## src/rtl/dc_bsp_pkg.sv

```systemverilog
// Shared board-support types for the local-memory AVMM write path.
// Holds default local-memory bus widths, the burst arbiter state encoding
// and the channel grant identifier stored in the ack-routing FIFO.
package dc_bsp_pkg;

    localparam int unsigned LOCAL_MEM_ADDR_WIDTH      = 32;
    localparam int unsigned LOCAL_MEM_DATA_WIDTH      = 512;
    localparam int unsigned LOCAL_MEM_BURST_CNT_WIDTH = 7;

    typedef enum logic [1:0] {
        ST_IDLE    = 2'd0,
        ST_BURST_A = 2'd1,
        ST_BURST_B = 2'd2
    } arb_state_e;

    typedef enum logic {
        GRANT_A = 1'b0,
        GRANT_B = 1'b1
    } grant_id_e;

endpackage

```

## src/rtl/avmm_wr_grant_fifo.sv

```systemverilog
// Grant-ID FIFO: remembers which input channel owns each outstanding burst so
// output-channel acks can be routed back in issue order.
// Ports:
//   clk, reset        single clock, asynchronous active-high reset
//   push, push_data   enqueue one grant ID (1 bit)
//   pop               dequeue the head entry (ignored when empty)
//   head              show-ahead head entry
//   full, empty       occupancy flags
module avmm_wr_grant_fifo #(
    parameter int unsigned DEPTH = 64
) (
    input  logic clk,
    input  logic reset,
    input  logic push,
    input  logic push_data,
    input  logic pop,
    output logic head,
    output logic full,
    output logic empty
);

    localparam int unsigned PTR_W = $clog2(DEPTH);
    localparam int unsigned CNT_W = PTR_W + 1;

    logic [DEPTH-1:0] mem;
    logic [PTR_W-1:0] wr_ptr;
    logic [PTR_W-1:0] rd_ptr;
    logic [CNT_W-1:0] count;
    logic             pop_ok;

    assign pop_ok = pop && !empty;
    assign full   = (count == CNT_W'(DEPTH));
    assign empty  = (count == '0);
    assign head   = mem[rd_ptr];

    // Pointers and occupancy; simultaneous push and pop leave count unchanged.
    always_ff @(posedge clk or posedge reset) begin
        if (reset) begin
            wr_ptr <= '0;
            rd_ptr <= '0;
            count  <= '0;
        end else begin
            if (push) begin
                wr_ptr <= wr_ptr + PTR_W'(1);
            end
            if (pop_ok) begin
                rd_ptr <= rd_ptr + PTR_W'(1);
            end
            count <= count + CNT_W'(push) - CNT_W'(pop_ok);
        end
    end

    // Storage needs no reset: entries are only read once written.
    always_ff @(posedge clk) begin
        if (push) begin
            mem[wr_ptr] <= push_data;
        end
    end

    // The arbiter holds off new bursts while full, so overflow must never occur.
    a_no_push_when_full : assert property (@(posedge clk) disable iff (reset) !(push && full));

endmodule

```

## src/rtl/avmm_wr_burst_arbiter.sv

```systemverilog
// Two-to-one AVMM write burst arbiter with in-order ack routing.
// Channels a and b compete for output channel c; a granted burst holds the
// grant until its last beat is accepted. Each burst's owner is queued so that
// c_avmm_wr_ack pulses can be returned to the right channel.
// Ports:
//   clk, reset                      single clock, asynchronous active-high reset
//   {a,b}_avmm_wr/address/burstcnt/writedata   input channel requests
//   {a,b}_avmm_waitreq              backpressure to each input channel
//   {a,b}_avmm_wr_ack               registered one-cycle burst-complete pulse
//   c_avmm_wr/address/burstcnt/writedata       multiplexed output channel
//   c_avmm_waitreq, c_avmm_wr_ack   output-channel backpressure and burst ack
//   ack_underflow_err               sticky: ack seen with nothing outstanding
module avmm_wr_burst_arbiter
    import dc_bsp_pkg::*;
#(
    parameter int unsigned AVMM_ADDR_WIDTH     = LOCAL_MEM_ADDR_WIDTH,
    parameter int unsigned AVMM_DATA_WIDTH     = LOCAL_MEM_DATA_WIDTH,
    parameter int unsigned AVMM_BURSTCNT_WIDTH = LOCAL_MEM_BURST_CNT_WIDTH,
    parameter int unsigned ACK_FIFO_DEPTH      = 64
) (
    input  logic                           clk,
    input  logic                           reset,

    input  logic                           a_avmm_wr,
    output logic                           a_avmm_waitreq,
    input  logic [AVMM_ADDR_WIDTH-1:0]     a_avmm_address,
    input  logic [AVMM_BURSTCNT_WIDTH-1:0] a_avmm_burstcnt,
    input  logic [AVMM_DATA_WIDTH-1:0]     a_avmm_writedata,
    output logic                           a_avmm_wr_ack,

    input  logic                           b_avmm_wr,
    output logic                           b_avmm_waitreq,
    input  logic [AVMM_ADDR_WIDTH-1:0]     b_avmm_address,
    input  logic [AVMM_BURSTCNT_WIDTH-1:0] b_avmm_burstcnt,
    input  logic [AVMM_DATA_WIDTH-1:0]     b_avmm_writedata,
    output logic                           b_avmm_wr_ack,

    output logic                           c_avmm_wr,
    input  logic                           c_avmm_waitreq,
    output logic [AVMM_ADDR_WIDTH-1:0]     c_avmm_address,
    output logic [AVMM_BURSTCNT_WIDTH-1:0] c_avmm_burstcnt,
    output logic [AVMM_DATA_WIDTH-1:0]     c_avmm_writedata,
    input  logic                           c_avmm_wr_ack,

    output logic                           ack_underflow_err
);

    localparam int unsigned BW = AVMM_BURSTCNT_WIDTH;

    arb_state_e      state;
    arb_state_e      state_nxt;
    grant_id_e       last_grant;
    grant_id_e       last_grant_nxt;
    grant_id_e       grant_c;
    logic [BW-1:0]   beat_cnt;
    logic [BW-1:0]   beat_cnt_nxt;
    logic [BW-1:0]   burst_len;
    logic            sel_wr;
    logic            idle_blocked;
    logic            accept;
    logic            push;
    logic            pop;
    logic            fifo_head;
    logic            fifo_full;
    logic            fifo_empty;

    // Grant selection: locked during a burst, round-robin on a tie when idle.
    always_comb begin
        grant_c = GRANT_A;
        case (state)
            ST_BURST_A: grant_c = GRANT_A;
            ST_BURST_B: grant_c = GRANT_B;
            default: begin
                if (a_avmm_wr && b_avmm_wr) begin
                    grant_c = (last_grant == GRANT_A) ? GRANT_B : GRANT_A;
                end else if (b_avmm_wr) begin
                    grant_c = GRANT_B;
                end else begin
                    grant_c = GRANT_A;
                end
            end
        endcase
    end

    // Zero-cycle pass-through of the granted channel.
    always_comb begin
        if (grant_c == GRANT_B) begin
            sel_wr           = b_avmm_wr;
            c_avmm_address   = b_avmm_address;
            c_avmm_burstcnt  = b_avmm_burstcnt;
            c_avmm_writedata = b_avmm_writedata;
        end else begin
            sel_wr           = a_avmm_wr;
            c_avmm_address   = a_avmm_address;
            c_avmm_burstcnt  = a_avmm_burstcnt;
            c_avmm_writedata = a_avmm_writedata;
        end
    end

    // A new burst may not start until the ack FIFO can record its owner.
    assign idle_blocked   = (state == ST_IDLE) && fifo_full;
    assign c_avmm_wr      = !reset && sel_wr && !idle_blocked;
    assign a_avmm_waitreq = reset || (grant_c != GRANT_A) || c_avmm_waitreq || idle_blocked;
    assign b_avmm_waitreq = reset || (grant_c != GRANT_B) || c_avmm_waitreq || idle_blocked;

    assign accept    = c_avmm_wr && !c_avmm_waitreq;
    assign push      = accept && (state == ST_IDLE);
    assign pop       = c_avmm_wr_ack && !fifo_empty;
    assign burst_len = (c_avmm_burstcnt == '0) ? BW'(1) : c_avmm_burstcnt;

    // State register.
    always_ff @(posedge clk or posedge reset) begin
        if (reset) begin
            state      <= ST_IDLE;
            last_grant <= GRANT_B;
            beat_cnt   <= '0;
        end else begin
            state      <= state_nxt;
            last_grant <= last_grant_nxt;
            beat_cnt   <= beat_cnt_nxt;
        end
    end

    // Next-state: first beat opens a burst, beat_cnt counts remaining beats.
    always_comb begin
        state_nxt      = state;
        last_grant_nxt = last_grant;
        beat_cnt_nxt   = beat_cnt;
        case (state)
            ST_IDLE: begin
                if (accept) begin
                    last_grant_nxt = grant_c;
                    beat_cnt_nxt   = burst_len - BW'(1);
                    if (burst_len > BW'(1)) begin
                        state_nxt = (grant_c == GRANT_A) ? ST_BURST_A : ST_BURST_B;
                    end
                end
            end
            ST_BURST_A, ST_BURST_B: begin
                if (accept) begin
                    beat_cnt_nxt = beat_cnt - BW'(1);
                    if (beat_cnt == BW'(1)) begin
                        state_nxt = ST_IDLE;
                    end
                end
            end
            default: state_nxt = ST_IDLE;
        endcase
    end

    avmm_wr_grant_fifo #(
        .DEPTH (ACK_FIFO_DEPTH)
    ) u_grant_fifo (
        .clk       (clk),
        .reset     (reset),
        .push      (push),
        .push_data (1'(grant_c)),
        .pop       (pop),
        .head      (fifo_head),
        .full      (fifo_full),
        .empty     (fifo_empty)
    );

    // Ack routing and sticky underflow flag.
    always_ff @(posedge clk or posedge reset) begin
        if (reset) begin
            a_avmm_wr_ack     <= 1'b0;
            b_avmm_wr_ack     <= 1'b0;
            ack_underflow_err <= 1'b0;
        end else begin
            a_avmm_wr_ack     <= pop && (grant_id_e'(fifo_head) == GRANT_A);
            b_avmm_wr_ack     <= pop && (grant_id_e'(fifo_head) == GRANT_B);
            ack_underflow_err <= ack_underflow_err || (c_avmm_wr_ack && fifo_empty);
        end
    end

endmodule

```

## config.mk

```make
export PLATFORM = sky130hd
export DESIGN_NAME = avmm_wr_burst_arbiter
export DESIGN_NICKNAME = d
export VERILOG_FILES = /design/src/rtl/dc_bsp_pkg.sv /design/src/rtl/avmm_wr_grant_fifo.sv /design/src/rtl/avmm_wr_burst_arbiter.sv
export SDC_FILE = /design/constraint.sdc
export NUM_CORES = 1
export LEC_CHECK = 0
export ABC_AREA = 1
export BUFFER_PORTS_ARGS = -buffer_cell sky130_fd_sc_hd__buf_2
export CAP_MARGIN = 20
export CORE_AREA = 5 5 655 657
export DETAILED_ROUTE_END_ITERATION = 7
export DIE_AREA = 0 0 660 662
export PLACE_DENSITY = 0.3
export REMOVE_ABC_BUFFERS = 1
export SLEW_MARGIN = 20
export SYNTH_ARGS = -nofsm -noshare
export SYNTH_HDL_FRONTEND = slang
export SYNTH_SLANG_ARGS = --single-unit
```

## constraint.sdc

```tcl
create_clock -name clk -period 3.1 [get_ports clk]
set_clock_uncertainty 0.2 [all_clocks]
set_input_delay 0.31 -clock clk [delete_from_list [all_inputs] [get_ports clk]]
set_output_delay 0.31 -clock clk [all_outputs]
set_load 0.02 [all_outputs]
```

**Yosys cells after proc, flatten, opt, wreduce, memory -nomap -nowiden**

Cells that the tools add are included.

- Output and inout port bits: 557
- Word-level logic and storage cells: 84
- RAM bits: 0
- Memories kept: 0
- Bits of input ports: 1,108
- Bits in latches: 0
- Bits in read-only memories: 0
- Flip-flop bits (word level): 96

- Reduce and logical (&&, ||, !) cells: 31
- Muxes and demuxes: 23
- $add $sub $neg: 6
- Equal/unequal tests: 8
- Multipliers: 0
- Bitwise operators: 2
- Shift operators: 0
- Magnitude comparators: 4
- Div/mod/pow operators: 0

Operators by type and width:

| kind | count |
|---|---|
| $mux W512 | 1 |
| $bwmux W64 | 1 |
| $mux W32 | 1 |
| $mux W7 | 4 |
| $logic_not A7 Y1 | 2 |
| $lt A6 B7 Y1 const B | 2 |
| $pmux W7 S2 | 1 |
| $sub A7 B1 Y7 const B | 2 |
| $add A6 B1 Y6 const B | 2 |
| $logic_and A1 B1 Y1 | 12 |
| $mux W2 | 5 |
| $add A7 B1 Y7 | 1 |
| $eq A7 B1 Y1 const B | 1 |
| $eq A7 B7 Y1 const B | 1 |
| $gt A7 B1 Y1 const B | 1 |
| $logic_or A1 B1 Y1 | 7 |
| $sub A7 B1 Y7 | 1 |
| $bmux W1 S6 | 1 |
| $demux W1 S6 | 1 |
| $ge A6 B1 Y1 const B | 1 |
| $mux W1 | 6 |
| $ne A2 B2 Y1 const B | 3 |
| $logic_not A1 Y1 | 4 |
| $pmux W2 S2 | 1 |
| other kinds (11) | 12 |

**Depth between registers and ports, before layout**

Gate-level depths: netlist (run 1).

- Depth after elaboration: 10
- Depth in mapped cells: 20

**Modules after synthesis**

Synthesis (run 1) repeated with hierarchy kept, for this count alone.

- Cell total of the unflattened synthesis: 2,376
- Area total of the unflattened synthesis: 12,034.0 sq um

By module, submodules not included:

| module | instances | cells an instance | area an instance (sq um) |
|---|---|---|---|
| avmm_wr_burst_arbiter | 1 | 1,925 | 7,895.1 |
| avmm_wr_grant_fifo | 1 | 451 | 4,139.0 |

**Least setup slack after synthesis (run 1)**

No wires, ideal clock.

- Kind: register -> output
- Start: register state[0]
- End: output b_avmm_waitreq
- Required time: 2,590 ps
- Path slack: -392 ps
- Stages on the path, launching flop included: 10
- Data arrival time: 2,982 ps
- Path through: dfrtp_1 -> inv_1 -> ha_1 -> inv_2 -> nand3_1 -> nand2_1 -> buf_2 -> buf_2 -> buf_1 -> nand3_1

- Cells in the longest elaborated chain, start to end: 6

RTL lines:

| element | line | RTL |
|---|---|---|
| start, declared | avmm_wr_burst_arbiter.sv:50 | `arb_state_e state;` |
| start signal, assigned | avmm_wr_burst_arbiter.sv:118 | `state <= state_nxt;` |
| $eq A2 B2 Y1 / $eq A2 B1 Y1 (equally long branches) | avmm_wr_burst_arbiter.sv:70 | `case (state)` |
| $pmux W1 S2 (*) | avmm_wr_burst_arbiter.sv:70 |  |
| via grant_c | avmm_wr_burst_arbiter.sv:54 | `grant_id_e grant_c;` |
| $not A1 Y1 (*) | n/a |  |
| $logic_or A1 B1 Y1 (*) (3 in series) | avmm_wr_burst_arbiter.sv:104 | `assign b_avmm_waitreq = reset \|\| (grant_c != GRANT_B) \|\| c_avmm_waitreq \|\| idle_blocked;` |
| end, declared | avmm_wr_burst_arbiter.sv:32 | `output logic b_avmm_waitreq,` |

Mark *: on every way through the listed nets, which the timed path passes. The rest lies on a longest branch.

**Worst setup path after layout (run 1)**

- Start: register state[0]
- End: output c_avmm_writedata[246]

- Cells in the longest elaborated chain, start to end: 3

RTL lines:

| element | line | RTL |
|---|---|---|
| $eq A2 B2 Y1 / $eq A2 B1 Y1 (equally long branches) | avmm_wr_burst_arbiter.sv:70 |  |
| $pmux W1 S2 (*) | avmm_wr_burst_arbiter.sv:70 |  |
| $mux W512 (*) | avmm_wr_burst_arbiter.sv:87 | `if (grant_c == GRANT_B) begin` |
| end, declared | avmm_wr_burst_arbiter.sv:42 | `output logic [AVMM_DATA_WIDTH-1:0] c_avmm_writedata,` |

Mark *: on every way between the ends. The rest lies on a longest branch, timed or not.

==> metrics.txt, run 1 <==
clock power share 0.028; Pleak 0.0178 uW; CP max FO 8; area fraction of the dominant cell type after synthesis 0.552; failing checks setup timing; Worst Hold End ack_underflow_err; FF-to-FF path depth 21; kind of critical path flop to output pin; NumNets Final 5271; Mapped Area 11700 sq um; Die Y 662 microns; DPL Wire Length 347 mm; Max VDD drop 367 uV; grt total ovfl 0; 1st-iter DRT viols 1712; core box area 422000 sq um; Clock Latency Late Sink 0.37 ns; final slew viol count 0; placed cell count 9698; clk sinks 96; wire length per cell 38.5 microns; CP Launch Type flop; DRT Pass-1 Iters 5; register bit total from synthesis 96; final non-filler cell total 9954; combinational fraction of design power 0.928; number of H-tree levels 3; maxcap violations 0; Synth Area per Inst 5.05 sq um; outcome finished with violations; area grow syn2layout 227%; delay of the slowest critical-path stage 0.40 ns; die area 437000 sq um; Via-to-Cell Ratio 2.54; number of core rows 239; register area share after synthesis 0.232; total power divided by cell area 1160 nW/um^2; Root Driver clkbuf_16; reg-to-reg endpoint u_grant_fifo.count[6]; Hold Path Depth 3; final wirelength 383 mm; Tot GR Track Use 0.166; CTS clk-pin slew, worst paths 0.08 ns; # DRC 0; Worst slew margin 0.650; initial antenna violation count 482; setup ws final -0.0498 ns; crit end category output pin; TritonCTS Buffers 9; CTS max path bufs 2; Area after DPL 32300 sq um; via count 25300; layout cells sized above 1 0.580; Psw 26500 uW; hold path start c_avmm_wr_ack; Initial Util 0.0278; GPL Wtd Cong 1.06; top cells by area, synth nand2_1 (55%), edfxtp_1 (16%), dfrtp_1 (6.6%); worst hold slack 0.0906 ns; Yosys cell types 34; crit path time final 3.15 ns; Worst Max-Slew Pin Slew 0.521 ns; final setup violation count 14; number of top-level pins 1665; sequential share of power 0.043; reg2reg start state[0]; CTS tree yes; Fin. Hold Viols 0; Arr. time, crit path 2.64 ns; post-route total power 44700 uW; vias in the first global route 23600; RSZ-0062 raised after global routing true; crit-path cells inv_2 -> ha_4 -> inv_4 -> nand3_4 -> nand2_8 -> clkinv_8 -> buf_16 -> buf_16 -> buf_12 -> buf_16 -> buf_12 -> nand2_8 -> nand2_4 -> buf_6; Horiz. Die Dim 660 microns; Setup TNS -0.203 ns; achievable frequency 317 MHz; largest net degree at the start of global routing 41; Worst Path Required 2.59 ns; switching share of power 0.593; most frequent cell on the critical path buf_16; global-route wire length before repair 431 mm; Period Utilization, post-route 1.02; Synth area leader nand2_1; Ys Warns 0; slowest cell on the critical path dfrtp_1; Post-Syn Instances 2325; cell internal pwr 18200 uW; final instance area 38400 sq um; Hold Crit Class primary input to flop; R2R Setup Slk 0.05 ns; PortBufs 1664; Filler cells 50200; post-route ant nets 0
## routing by layer
layer	vias up	share of wire	track usage
met5	-	0.0028	0
met4	158	0.032	0.0353
met3	826	0.12	0.0876
met2	1902	0.48	0.290
met1	11500	0.36	0.178
li1	10900	-	-
## repair_timing
action                                  in CTS  in global routing
endpoints found under the hold margin       30                  0
gates cloned                                38                 17
hold buffers                                 1                  0
endpoints found under the setup margin     535                447
pin swaps                                   19                 86
gates resized for setup                    455                516
buffers inserted                            43                 15
## through the flow
step | utilization | setup slack, ns
6_report | 0.0909 | -0.0498
5_1_grt | 0.0907 | -0.131
4_1_cts | 0.0850 | -0.179
3_5_place_dp | 0.0766 | -0.478
3_3_place_gp | 0.0766 | -0.562
2_1_floorplan | - | -24.26
## cells in the mapped netlist
master / n
dfrtp_1: 31
xnor2_1: 2
a21oi_4: 1
o21bai_1: 2
dfstp_2: 1
nand3_1: 38
o22ai_1: 5
nand3_2: 5
a211oi_1: 2
nor2_1: 122
nand4_1: 6
a22oi_1: 1
inv_1: 61
or2_2: 2
clkinv_1: 1
nor2_4: 2
o21ai_0: 52
clkbuf_1: 75
o31ai_1: 1
nand3b_1: 7
xor2_1: 12
nand2_1: 1724
inv_2: 2
fa_1: 1
a21oi_1: 11
a21boi_0: 2
buf_2: 60
edfxtp_1: 64
o211ai_1: 9
buf_1: 1
o221ai_1: 1
ha_1: 17
nand3_4: 1
nor3_1: 3
## power by group through the flow
stage	combinational, uW	sequential [uW]	clock [uW]
after floorplan	4990	1910	0
after global placement	34900	1980	0
after detailed placement	34600	1960	0
after CTS	40700	1940	1310
after global routing	44100	1980	1350
final	41500	1940	1260
## layout make-up
cell class | instances | area (sq um) | area share
repair buffers | 1945 | 17000 | 0.443
multi-input cells | 2029 | 10700 | 0.278
well taps | 5663 | 7090 | 0.185
flip-flops and latches | 96 | 2720 | 0.0709
diodes | 141 | 353 | 0.00919
clock buffers | 12 | 268 | 0.00697
inverters | 64 | 260 | 0.00678
clock inverters | 4 | 56.3 | 0.00147
## cell usage in the layout (no fill, tap or decap), drive strengths merged
cell type	count
a21boi	2
dfrtp	31
nor3	3
dfstp	1
xnor2	2
o21ai	52
o22ai	5
dlygate4sd3	1
edfxtp	64
ha	17
a211oi	2
xor2	12
fa	1
o21bai	2
or2	2
nand4	6
nor2	124
inv	64
clkinv	3
o221ai	1
nand2	1724
bufinv	1
o211ai	9
o31ai	1
clkbuf	40
a21oi	12
nand3	44
a22oi	1
buf	1910
nand3b	7
diode	141
bufbuf	6
## registers in the layout (all words and copies together) (netlist names)
signal / flops
last_grant: 1
state: 2
beat_cnt: 7
b_avmm_wr_ack: 1
u_grant_fifo.count: 7
u_grant_fifo.wr_ptr: 6
u_grant_fifo.mem: 64
u_grant_fifo.rd_ptr: 6
a_avmm_wr_ack: 1
ack_underflow_err: 1
## critical path, delay by kind of cell (launching register included)
| family | cells | cell delay (ns) |
|---|---|---|
| flops | 1 | 0.40 |
| buf+inv | 9 | 1.18 |
| fa+ha+maj | 1 | 0.23 |
| simple gates | 4 | 0.34 |
## logic make-up after synthesis
| kind of cell | after synthesis | share of synthesized area |
|---|---|---|
| XOR/XNOR | 14 | 0.0105 |
| AO/OA/AOI/OAI | 87 | 0.0426 |
| flip-flops | 96 | 0.232 |
| AND/OR/NAND/NOR | 1910 | 0.625 |
| adder cells (fa/ha/maj) | 18 | 0.0198 |
| buffers and inverters | 200 | 0.0704 |
## worst max path at each step
stage / startpoint / to / slack (ns) / cells past startpoint
after floorplan: state[0] / u_grant_fifo.count[6] / -24.26 / 20
after global placement: state[0] / c_avmm_writedata[151] / -0.56 / 12
after detailed placement: state[0] / c_avmm_writedata[151] / -0.48 / 12
after CTS: state[0] / c_avmm_writedata[355] / -0.18 / 14
after global routing: state[0] / c_avmm_writedata[246] / -0.13 / 14
final: state[0] / c_avmm_writedata[246] / -0.05 / 14
No activity file was read; power rests on OpenSTA's default activity.
==> run 2, diff against run 1 <==
- MAX_ROUTING_LAYER: not set -> met4
==> run 2 against run 1 <==
The flow still finishes with violations (setup timing). Combinational power up 3%. Largest cell class unchanged. Global-route usage up 0.17 points. Die area unchanged.
==> metrics.txt, run 2 (synthesis results as in run 1) <==
outcome finished with violations; failing checks setup timing; Psw 26700 uW (+0.92%); Horiz. Die Dim 660 microns (unchanged); combinational fraction of design power 0.931 (+0.003); setup ws final -0.162 ns (-0.112 ns); final wirelength 379 mm (-1.1%); initial antenna violation count 476 (-1.2%); crit-path cells inv_2 -> ha_4 -> inv_4 -> nand3_4 -> nand2_4 -> buf_12 -> clkinv_8 -> buf_12 -> buf_16 -> buf_16 -> buf_12 -> buf_16 -> buf_12 -> nand2_8 -> nand2_8 -> buf_12; Arr. time, crit path 2.75 ns (+0.11 ns); layout cells sized above 1 0.597 (+0.0169); Die Y 662 microns (unchanged); largest net degree at the start of global routing 52 (+27%); CP Launch Type flop; largest registers u_grant_fifo.mem x64, beat_cnt x7, u_grant_fifo.count x7; crit path time final 3.26 ns (+0.112 ns); RSZ-0062 raised after global routing true; wire length per cell 37.6 microns (-2.3%); kind of critical path flop to output pin; largest reg by FF count u_grant_fifo.mem; Setup TNS -8.94 ns (-8.74 ns); post-route ant nets 0 (unchanged); placed cell count 9698 (unchanged); PortBufs 1664 (unchanged); CTS max path bufs 2 (unchanged); Util after Layout 0.0943 (+0.00332); most frequent cell on the critical path buf_12; maxcap violations 0 (unchanged); Tot GR Track Use 0.168 (+0.00167); Worst slew margin 0.647 (-0.00363); core box area 422000 sq um (unchanged); DPL Wire Length 345 mm (-0.55%); TritonCTS Buffers 9 (unchanged); max reg flops 64 (unchanged); Worst Hold End ack_underflow_err; CTS tree yes; post-route total power 45800 uW (+2.5%); grt total ovfl 0 (unchanged); 1st-iter DRT viols 1588 (-7.2%); vias in the first global route 23600 (-0.22%); delay of the slowest critical-path stage 0.41 ns (about the same); Clock Latency Late Sink 0.37 ns (about the same); leading cell types in the layout, fill and taps excluded buf_2 (1265), nand2_1 (1255), buf_12 (321); # DRC 0 (unchanged); most common cell after layout, fill and taps aside buf_2; area grow syn2layout 239%; Initial Util 0.0278 (unchanged); number of H-tree levels 3 (unchanged); switching share of power 0.583 (-0.00930); final non-filler cell total 10100 (+1.2%); CTS clk-pin slew, worst paths 0.08 ns (about the same); cell internal pwr 19100 uW (+4.9%); GPL Wtd Cong 1.08 (+2.3%); slowest cell on the critical path dfrtp_1; WP depth 16 (+2); Hold Crit Class primary input to flop; achievable frequency 307 MHz (-3.4%); Root Driver clkbuf_16; total power divided by cell area 1150 nW/um^2 (-1.1%); Max VDD drop 433 uV (+18%); number of top-level pins 1665 (unchanged); final slew viol count 0 (unchanged); Worst Path Required 2.59 ns (about the same); worst path buffer plus inverter count 11 (+2); number of core rows 239 (unchanged); crit end category output pin; sequential share of power 0.043 (about the same); Hold Path Depth 3 (unchanged); reg2reg start state[0]; Top Family by Delay on Critical Path buffers and inverters; DRT Pass-1 Iters 5 (unchanged); Setup crit start state[0]; NumNets Final 5299 (+0.53%); final setup violation count 173 (+159); via count 25300 (-0.16%); clk sinks 96 (unchanged); FF-to-FF path depth 21 (unchanged); Via-to-Cell Ratio 2.51 (-1.3%); reg-to-reg endpoint u_grant_fifo.count[6]; R2R Setup Slk -0.04 ns (-0.09 ns); global-route wire length before repair 424 mm (-1.6%); Pleak 0.0183 uW (+2.7%); Period Utilization, post-route 1.05 (+0.0361); Worst Max-Slew Pin Slew 0.530 ns (+0.00867 ns); die area 437000 sq um (unchanged); Fin. Hold Viols 0 (unchanged); CP max FO 7 (-1); hold path start c_avmm_wr_ack; clock power share 0.026 (-0.002)
-- run 2: worst max-delay path by stage --
stage                       endpoint
6_report       c_avmm_writedata[342]
5_1_grt        c_avmm_writedata[342]
4_1_cts        c_avmm_writedata[191]
3_5_place_dp   c_avmm_writedata[388]
3_3_place_gp   u_grant_fifo.count[6]
2_1_floorplan  u_grant_fifo.count[6]
-- run 2: final cells by class --
class                           count  area, sq um
Antenna cell                      229          573
Clock buffer                        9          225
Clock inverter                      7         76.3
Fill cell                       49900       382000
Inverter                           64          255
Multi-Input combinational cell   2029        11200
Sequential cell                    96         2720
Tap cell                         5663         7090
Timing Repair Buffer             1973        17600
-- run 2: per-layer routing --
metal | wire, microns | track usage | vias up
met5 | 0 | - | -
met4 | 9960 | 0.0293 | 0
met3 | 52200 | 0.0954 | 688
met2 | 184000 | 0.284 | 1933
met1 | 133000 | 0.171 | 11600
li1 | - | - | 11100
-- run 2: per-stage QoR --
step	area [sq um]	hold WS (ns)	setup slack [ns]
after floorplan	11100	0.243	-24.26
after global placement	32300	0.302	-0.705
after detailed placement	32300	0.304	-0.500
after CTS	36100	0.0478	-0.144
after global routing	39700	0.0550	-0.226
final	39800	0.0536	-0.162
-- run 2: power by group through the flow --
stage | Clock (uW) | Combinational [uW] | Sequential [uW]
4_1_cts | 1260 | 40300 | 1950
3_5_place_dp | 0 | 34500 | 1970
2_1_floorplan | 0 | 4990 | 1910
3_3_place_gp | 0 | 34700 | 1990
6_report | 1210 | 42600 | 1950
5_1_grt | 1300 | 45200 | 1990
-- run 2: worst register-to-register path, cell delays in order, from the launching register on --
cell	delay, ns
dfrtp_1	0.41
inv_2	0.10
ha_4	0.22
inv_4	0.06
nand3_4	0.07
nand2_4	0.09
buf_6	0.11
buf_12	0.10
nand2_2	0.07
a21oi_4	0.19
nand3_4	0.09
inv_2	0.07
ha_2	0.16
inv_2	0.04
fa_2	0.34
inv_2	0.05
a21oi_1	0.06
o21bai_1	0.18
nand2_1	0.10
a21oi_2	0.14
nor2_1	0.06
xor2_1	0.13
-- run 2: timing repair --
action	in CTS	in global routing
hold endpoints to repair	1	0
gates cloned	34	22
endpoints found under the setup margin	546	497
pin swaps	38	106
gates resized for setup	543	663
setup buffers	45	30
hold buffers	1	0
